### config.mk
export PLATFORM = sky130hd
export DESIGN_NAME = uart_tx_framer
export DESIGN_NICKNAME = d
export VERILOG_FILES = /design/src/rtl/uart_tx_framer.sv
export SDC_FILE = /design/constraint.sdc
export NUM_CORES = 1
export LEC_CHECK = 0
export CELL_PAD_IN_SITES_DETAIL_PLACEMENT = 2
export CELL_PAD_IN_SITES_GLOBAL_PLACEMENT = 2
export CORE_MARGIN = 2
export CORE_UTILIZATION = 36
export CTS_BUF_LIST = sky130_fd_sc_hd__clkbuf_8 sky130_fd_sc_hd__clkbuf_16
export DETAILED_ROUTE_END_ITERATION = 10
export MAX_ROUTING_LAYER = met4
export PLACE_DENSITY = 0.89
export SETUP_SLACK_MARGIN = 0.05
export SLEW_MARGIN = 20
export SYNTH_ARGS = -nofsm -noshare
export SYNTH_HDL_FRONTEND = slang
export SYNTH_SLANG_ARGS = --single-unit
### constraint.sdc
create_clock -name clk -period 2.82 [get_ports clk]
set_input_delay 0.564 -clock clk [delete_from_list [all_inputs] [get_ports clk]]
set_output_delay 0.564 -clock clk [all_outputs]
set_load 0.05 [all_outputs]
### src/rtl/uart_tx_framer.sv
// UART transmit framer: serialises one word per handshake as
// start, LSB-first data, optional parity and one or two stop bits.
module uart_tx_framer #(
  parameter int   DATA_WIDTH = 8,
  parameter logic IDLE_LEVEL = 1'b1
) (
  input  logic                  clk,
  input  logic                  rst,
  input  logic                  baud_tick,
  input  logic                  tx_valid,
  input  logic [DATA_WIDTH-1:0] tx_data,
  input  logic [1:0]            cfg_parity,
  input  logic                  cfg_stop2,
  output logic                  tx_ready,
  output logic                  tx_out,
  output logic                  tx_busy,
  output logic                  tx_done,
  output logic [1:0]            tx_sel
);

  localparam int IW = $clog2(DATA_WIDTH);
  localparam logic [IW-1:0] LAST = IW'(DATA_WIDTH - 1);

  typedef enum logic [2:0] {
    S_IDLE,
    S_ARM,
    S_START,
    S_DATA,
    S_PARITY,
    S_STOP
  } state_t;

  state_t                state_q, state_d;
  logic [DATA_WIDTH-1:0] data_q, data_d;
  logic [IW-1:0]         idx_q, idx_d;
  logic                  par_en_q, par_en_d;
  logic                  par_bit_q, par_bit_d;
  logic                  stop2_q, stop2_d;
  logic                  stop_hi_q, stop_hi_d;
  logic                  out_d, ready_d, busy_d, done_d;
  logic [1:0]            sel_d;
  logic                  accept;

  assign accept = tx_valid & tx_ready;

  always_ff @(posedge clk or posedge rst) begin
    if (rst) begin
      state_q   <= S_IDLE;
      data_q    <= '0;
      idx_q     <= '0;
      par_en_q  <= 1'b0;
      par_bit_q <= 1'b0;
      stop2_q   <= 1'b0;
      stop_hi_q <= 1'b0;
      tx_out    <= IDLE_LEVEL;
      tx_sel    <= 2'b11;
      tx_ready  <= 1'b1;
      tx_busy   <= 1'b0;
      tx_done   <= 1'b0;
    end else begin
      state_q   <= state_d;
      data_q    <= data_d;
      idx_q     <= idx_d;
      par_en_q  <= par_en_d;
      par_bit_q <= par_bit_d;
      stop2_q   <= stop2_d;
      stop_hi_q <= stop_hi_d;
      tx_out    <= out_d;
      tx_sel    <= sel_d;
      tx_ready  <= ready_d;
      tx_busy   <= busy_d;
      tx_done   <= done_d;
    end
  end

  always_comb begin
    state_d   = state_q;
    data_d    = data_q;
    idx_d     = idx_q;
    par_en_d  = par_en_q;
    par_bit_d = par_bit_q;
    stop2_d   = stop2_q;
    stop_hi_d = stop_hi_q;
    done_d    = 1'b0;
    unique case (state_q)
      S_IDLE: begin
        // A tick coinciding with accept is deliberately not consumed.
        if (accept) begin
          data_d    = tx_data;
          par_en_d  = (cfg_parity == 2'b01) || (cfg_parity == 2'b10);
          par_bit_d = (^tx_data) ^ (cfg_parity == 2'b10);
          stop2_d   = cfg_stop2;
          stop_hi_d = 1'b0;
          state_d   = S_ARM;
        end
      end
      S_ARM: begin
        if (baud_tick) state_d = S_START;
      end
      S_START: begin
        if (baud_tick) begin
          state_d = S_DATA;
          idx_d   = '0;
        end
      end
      S_DATA: begin
        if (baud_tick) begin
          if (idx_q == LAST) begin
            state_d = par_en_q ? S_PARITY : S_STOP;
          end else begin
            idx_d = idx_q + 1'b1;
          end
        end
      end
      S_PARITY: begin
        if (baud_tick) state_d = S_STOP;
      end
      S_STOP: begin
        if (baud_tick) begin
          if (stop2_q && !stop_hi_q) begin
            stop_hi_d = 1'b1;
          end else begin
            state_d = S_IDLE;
            done_d  = 1'b1;
          end
        end
      end
      default: state_d = S_IDLE;
    endcase
  end

  // Outputs are registered from the next state so they move with it.
  always_comb begin
    out_d   = IDLE_LEVEL;
    sel_d   = 2'b11;
    ready_d = (state_d == S_IDLE);
    busy_d  = (state_d != S_IDLE);
    unique case (state_d)
      S_START: begin
        out_d = ~IDLE_LEVEL;
        sel_d = 2'b00;
      end
      S_DATA: begin
        out_d = data_q[idx_d];
        sel_d = 2'b01;
      end
      S_PARITY: begin
        out_d = par_bit_q;
        sel_d = 2'b10;
      end
      default: begin
        out_d = IDLE_LEVEL;
        sel_d = 2'b11;
      end
    endcase
  end

endmodule

==> results.json, run 1 <==
{
  "post_cts_resized": 0,
  "insertion_delay_ns": 0.27,
  "die_x_um": 65.4,
  "ys_warn_count": 0,
  "clkSinkCount": 24,
  "critPathMaxFanout": 12,
  "peakVddDrop_uv": 322,
  "power.leakage_nw": 0.671,
  "yosys.area.top_type": "dfrtp_1",
  "cts_max_level": 1,
  "numPortBuffers": 20,
  "startpoint_type": "register",
  "yosysTopAreaCellShare_pct": 36.9,
  "tns_ns": 0,
  "avgSynthCellArea_um2": 10.1,
  "wl_mm": 4.04,
  "worstPathRequired_ns": 3.02,
  "drc": 0,
  "ys_ff_latch": 24,
  "critical_path_class": "register to register",
  "vias_per_cell": 5.61,
  "drt_iter0_drc": 69,
  "start_util_pct": 37.4,
  "synth_area_leaders": "dfrtp_1 37%, dfstp_2 7.7%, mux2_2 7.5%",
  "fp.dieH_um": 65.4,
  "cts_root_buf": "clkbuf_8",
  "layout-drive-gt1-share_pct": 16.2,
  "antenna_found_initial": 0,
  "rows": 22,
  "cts_tree": "built",
  "p_per_area_nw_per_um2": 722,
  "dr_total_vias": 1134,
  "synth.yosys.seq_area_share_pct": 44.6,
  "finalCritPeriodShare_pct": 83.8,
  "grt_max_degree": 25,
  "nNetsFinal": 172,
  "grt_first_pass_wirelength_mm": 6.70,
  "numCtsBuffers": 3,
  "place_hpwl_mm": 2.93,
  "wl_per_cell_um": 20.0,
  "cts_setup_buffers": 0,
  "timing.fmax_mhz": 423,
  "worstSetupEndpointType": "register",
  "grt_util_all_layers_pct": 22.0,
  "synth_cells": 134,
  "tightestPinTransition_ns": 0.919,
  "grt_pass1_vias": 1257,
  "arrival_ns": 2.57,
  "drv_cap": 0,
  "syn2layout_area_growth_pct": 21.4,
  "globalplace.congestion": 0.840,
  "core-area_um2": 3630,
  "report.final.slew_viol_count": 0,
  "hold_viol": 0,
  "path_clk_slew_ns": 0.08,
  "drt_first_pass_iters": 4,
  "syn_nets": 151,
  "finalClockSkew_ns": 0.00506,
  "ant_nets": 0,
  "rsz0062_at_grt": "no",
  "hold_slack_ns": 0.543,
  "hold_path_class": "register to register",
  "ctsHoldBuffers": 0,
  "ios": 21,
  "yosysUniqueCellTypes": 43,
  "timing.final.crit_period_ns": 2.36,
  "cts_buffer_depth": 2,
  "synth_area_um2": 1360,
  "status": "complete, no violations",
  "num_antenna_cells": 0,
  "setup_viol": 0,
  "dieArea_um2": 4280,
  "slew_headroom_pct": 38.7,
  "grt-ovfl-total": 0
}
==> power breakdown <==
| group | leakage, nW | internal (mW) | total [mW] | switching, mW |
|---|---|---|---|---|
| Clock | 0.0288 | 0.125 | 0.235 | 0.110 |
| Combinational | 0.356 | 0.192 | 0.446 | 0.254 |
| Sequential | 0.286 | 0.419 | 0.509 | 0.0897 |
==> cell families (layout without fill, tap and decap cells) <==
family / Yosys count / in the layout / synth area share, %
xor gates and xnor gates: 8 / 8 / 5.16
DFF: 24 / 24 / 44.6
AOI/OAI and AO/OA: 38 / 38 / 19.0
muxes: 10 / 10 / 8.20
and+or+nand+nor: 38 / 38 / 15.3
buffers and inverters: 14 / 34 / 5.90
adders and majority gates: 2 / 2 / 1.84
==> worst max-delay path, stage by stage (launching register included) <==
cell	delay, ns
dfrtp_1	0.51
ha_1	0.35
nand2_1	0.39
a21oi_1	0.22
a32o_1	0.25
o221a_1	0.24
o32a_2	0.33
==> routing by layer <==
| layer | GRT usage [%] | vias up | part of all wire, % |
|---|---|---|---|
| met5 | - | - | 0 |
| met4 | 8.59 | 0 | 1.7 |
| met3 | 2.91 | 7 | 2.4 |
| met2 | 36.1 | 19 | 50 |
| met1 | 27.7 | 586 | 46 |
| li1 | - | 522 | - |
==> layout by cell type (no fill, tap or decap), types with 2 or more instances in the layout <==
master / instances
nand3_1: 8
xnor2_1: 7
buf_4: 3
nand2_1: 10
o211ai_1: 2
clkdlybuf4s50_1: 20
o21ai_0: 7
clkbuf_8: 4
ha_1: 2
nor2_1: 4
a21oi_1: 13
nor3_1: 3
nor2b_1: 3
inv_1: 7
mux2_2: 9
dfstp_2: 4
nand2b_1: 2
a22o_1: 2
dfrtp_1: 20
a21o_1: 2
==> Yosys cell counts (all sizes together) <==
master	count
a211oi	1
a21boi	1
a21o	2
a21oi	13
a221oi	1
a22o	2
a22oi	1
a32o	1
a32oi	1
and3b	1
and4bb	1
buf	6
clkbuf	1
dfrtp	20
dfstp	4
ha	2
inv	7
mux2	9
mux2i	1
nand2	10
nand2b	2
nand3	8
nand3b	2
nand4b	1
nor2	4
nor2b	3
nor3	3
nor4	1
o211ai	2
o21ai	7
o21bai	1
o221a	1
o221ai	1
o31ai	1
o32a	1
o32ai	1
or2b	1
or3	1
xnor2	7
xor2	1
==> path summary, 6_finish.rpt <==
path | start | to | slack (ns) | cells after the start
setup / recovery | idx_q[0]$_DFF_PP0_ | tx_out$_DFF_PP1_ | 0.46 | 6
hold / removal | stop_hi_q$_DFFE_PP0P_ | stop_hi_q$_DFFE_PP0P_ | 0.54 | 2
setup reg to reg | idx_q[0]$_DFF_PP0_ | tx_out$_DFF_PP1_ | 0.46 | 6
hold reg to reg | stop_hi_q$_DFFE_PP0P_ | stop_hi_q$_DFFE_PP0P_ | 0.54 | 2
max in group asynchronous | rst | data_q[5]$_DFFE_PP0P_ | 1.45 | 2
min in group asynchronous | rst | data_q[6]$_DFFE_PP0P_ | 0.81 | 2
==> through the flow <==
stage | setup WS [ns] | std cells | util [%] | total power, mW | area, µm²
floorplan | 0.868 | 134 | - | 0.814 | 1360
global placement | 0.370 | 198 | 43.8 | 0.913 | 1590
detailed placement | 0.239 | 198 | 43.8 | 0.953 | 1590
CTS | 0.468 | 202 | 45.4 | 1.20 | 1650
global route | 0.245 | 202 | 45.4 | 1.27 | 1650
finish | 0.457 | 202 | 45.4 | 1.19 | 1650
==> state kept, by name, summed over array words and instances (netlist names), 2 cells and up <==
register	cells
tx_sel	2
data_q	8
idx_q	3
state_q	3
==> layout make-up <==
class	instances	area (µm²)
Inverter	7	26.3
Multi-Input combinational cell	96	678
Timing Repair Buffer	23	223
Sequential cell	24	606
Clock buffer	4	55.1
Fill cell	407	1990
Tap cell	48	60.1
Power figures use the tool's default switching activity.
==> inputs of run 2 (changes only) <==
CORE_UTILIZATION = 33   (was 36)
PLACE_DENSITY = 0.83   (was 0.89)
clock period = 2.2 ns   (was 2.82 ns; I/O delays follow)
==> run 2 against run 1 <==
- worst hold slack worse by 0.056 ns
- count of clock-buffer cells in the layout unchanged
- clock skew shrank 0.0018 ns
- first-iteration DRC count down 32%
- via count grew 1.5%
- final area increased by 4.8%
- die area is 8.5% higher
- largest power group is now combinational logic
==> results.json, run 2 (synthesis results as in run 1) <==
{
  "die_x_um": 68.1,
  "ant_nets": 0,
  "reg.largest.list": "data_q x8, idx_q x3, state_q x3",
  "cp_top_family": "compound AO/OA/AOI/OAI gates",
  "ios": 21,
  "drt_first_pass_iters": 4,
  "worstPathRequired_ns": 2.40,
  "path_buf_inv": 1,
  "max_stage_delay_ns": 0.49,
  "hold_path_class": "input pin to asynchronous set/reset pin",
  "grt-ovfl-total": 0,
  "fp.dieH_um": 68.1,
  "fin_area_um2": 1730,
  "wl_mm": 3.85,
  "grt_pass1_vias": 1256,
  "cts_root_buf": "clkbuf_8",
  "critical_path_class": "input pin to register",
  "dieArea_um2": 4640,
  "cts_setup_buffers": 0,
  "numCtsBuffers": 3,
  "layout-drive-gt1-share_pct": 22.7,
  "grt_util_all_layers_pct": 19.8,
  "status": "complete, no violations",
  "drt_iter0_drc": 47,
  "report.final.slew_viol_count": 0,
  "setup_viol": 0,
  "pwr-share-comb_pct": 42.5,
  "startpoint_type": "input pin",
  "tns_ns": 0,
  "finalClockSkew_ns": 0.00323,
  "pwr-share-seq_pct": 38.9,
  "finalCritPeriodShare_pct": 94.3,
  "power.leakage_nw": 0.714,
  "cp_slowest_cell": "clkdlybuf4s50_1",
  "final_cell_mix": "20 x dfrtp_1, 20 x clkdlybuf4s50_1, 12 x a21oi_1, 12 x buf_4",
  "numPortBuffers": 20,
  "rows": 23,
  "core-area_um2": 3970,
  "peakVddDrop_uv": 383,
  "placed_area_um2": 1660,
  "tightestPinTransition_ns": 0.503,
  "ctsHoldBuffers": 0,
  "drv_cap": 0,
  "worstSetupEndpointType": "register",
  "grt_first_pass_wirelength_mm": 6.42,
  "rsz0062_at_grt": "no",
  "cellInternalPower_uw": 992,
  "insertion_delay_ns": 0.27,
  "num_antenna_cells": 0,
  "wl_per_cell_um": 18.1,
  "p_sw_share_pct": 37.2,
  "crit_chain": "clkdlybuf4s50_1, and3b_1, nand4b_1, a32o_1, o221a_1, o32a_2",
  "antenna_found_initial": 0,
  "p_sw_uw": 588,
  "critPathMaxFanout": 6,
  "arrival_ns": 2.27,
  "cts_buffer_depth": 2,
  "path_clk_slew_ns": 0.08,
  "regMostFlops": "data_q",
  "clkSinkCount": 24,
  "hold_viol": 0,
  "cts_max_level": 1,
  "dr_total_vias": 1151,
  "start_util_pct": 34.2,
  "syn2layout_area_growth_pct": 27.2,
  "timing.fmax_mhz": 482,
  "timing.final.crit_period_ns": 2.07,
  "nNetsFinal": 181,
  "grt_max_degree": 14,
  "globalplace.congestion": 0.903,
  "slew_headroom_pct": 66.4,
  "p_per_area_nw_per_um2": 915,
  "pwr-share-clk_pct": 18.6,
  "drc": 0,
  "largest_register_ffs": 8,
  "vias_per_cell": 5.40,
  "cts_tree": "built",
  "place_hpwl_mm": 2.93,
  "fillCellCount": 441
}
==> run 2: changes by cell type in the layout (fill, tap and decap cells not counted) <==
| cell | before | now |
|---|---|---|
| a21oi_1 | 13 | 12 |
| a21oi_2 | 0 | 1 |
| buf_4 | 3 | 12 |
| ha_1 | 2 | 1 |
| ha_2 | 0 | 1 |
| nand2_1 | 10 | 9 |
| nand2_2 | 0 | 1 |
==> run 2: layout make-up <==
type	instances	area (µm²)	share of cell area (%)
Clock buffer	4	55.1	3.19
Inverter	7	26.3	1.52
Multi-Input combinational cell	96	687	39.8
Sequential cell	24	606	35.1
Tap cell	50	62.6	3.62
Timing Repair Buffer	32	290	16.8
==> run 2: stage by stage <==
| step | hold WS (ns) | total power, mW | std cells | utilization [%] | setup WS (ns) |
|---|---|---|---|---|---|
| floorplan | 0.452 | 1.04 | 134 | - | 0.248 |
| finish | 0.487 | 1.58 | 213 | 43.5 | 0.126 |
| global route | 0.524 | 1.69 | 213 | 43.5 | 0.0570 |
| global placement | 0.467 | 1.23 | 209 | 41.9 | -0.0196 |
| CTS | 0.503 | 1.59 | 213 | 43.3 | 0.120 |
| detailed placement | 0.524 | 1.27 | 209 | 41.9 | -0.126 |
==> run 2: final timing paths <==
| path | startpoint | endpoint | slack (ns) | depth (start not counted) |
|---|---|---|---|---|
| min | rst | state_q[2]$_DFF_PP0_ | 0.49 | 2 |
| min in group clk | stop_hi_q$_DFFE_PP0P_ | stop_hi_q$_DFFE_PP0P_ | 0.53 | 2 |
| max in group asynchronous | rst | data_q[4]$_DFFE_PP0P_ | 1.16 | 3 |
| max | baud_tick | tx_out$_DFF_PP1_ | 0.13 | 6 |
| min reg2reg | stop_hi_q$_DFFE_PP0P_ | stop_hi_q$_DFFE_PP0P_ | 0.53 | 2 |
| max reg2reg | idx_q[1]$_DFF_PP0_ | tx_out$_DFF_PP1_ | 0.20 | 6 |
==> run 2: layer usage <==
| metal | global-route usage, % | share of wire, % | up-vias |
|---|---|---|---|
| met3 | 1.81 | 1.7 | 9 |
| met5 | - | 0 | - |
| li1 | - | - | 540 |
| met4 | 8.50 | 2.5 | 0 |
| met2 | 30.8 | 50 | 16 |
| met1 | 26.3 | 46 | 586 |
==> run 2: repair_timing <==
item | CTS | global route
gates resized for setup | 1 | 2
endpoints found under the setup margin | 1 | 1
pin swaps | 0 | 1
==> run 2: worst reg2reg max path, delay by kind of cell, from the launching register on <==
family,cells,cell delay (ns)
AND/OR/NAND/NOR,1,0.32
flip-flops,1,0.41
AO/OA/AOI/OAI,4,0.96
adder cells (fa/ha/maj),1,0.24
==> run 2: power by group through the flow <==
stage | Clock [mW] | Sequential, mW | Combinational [mW]
after global placement | 0 | 0.611 | 0.618
after floorplan | 0 | 0.649 | 0.395
after CTS | 0.307 | 0.614 | 0.671
after detailed placement | 0 | 0.620 | 0.651
after global routing | 0.326 | 0.626 | 0.743
final | 0.294 | 0.614 | 0.672
==> inputs of run 3 (changes only) <==
TNS_END_PERCENT = 50   (was unset)
==> results of run 3 <==
The final DEF is identical to that of run 2; final timing and power are the same.
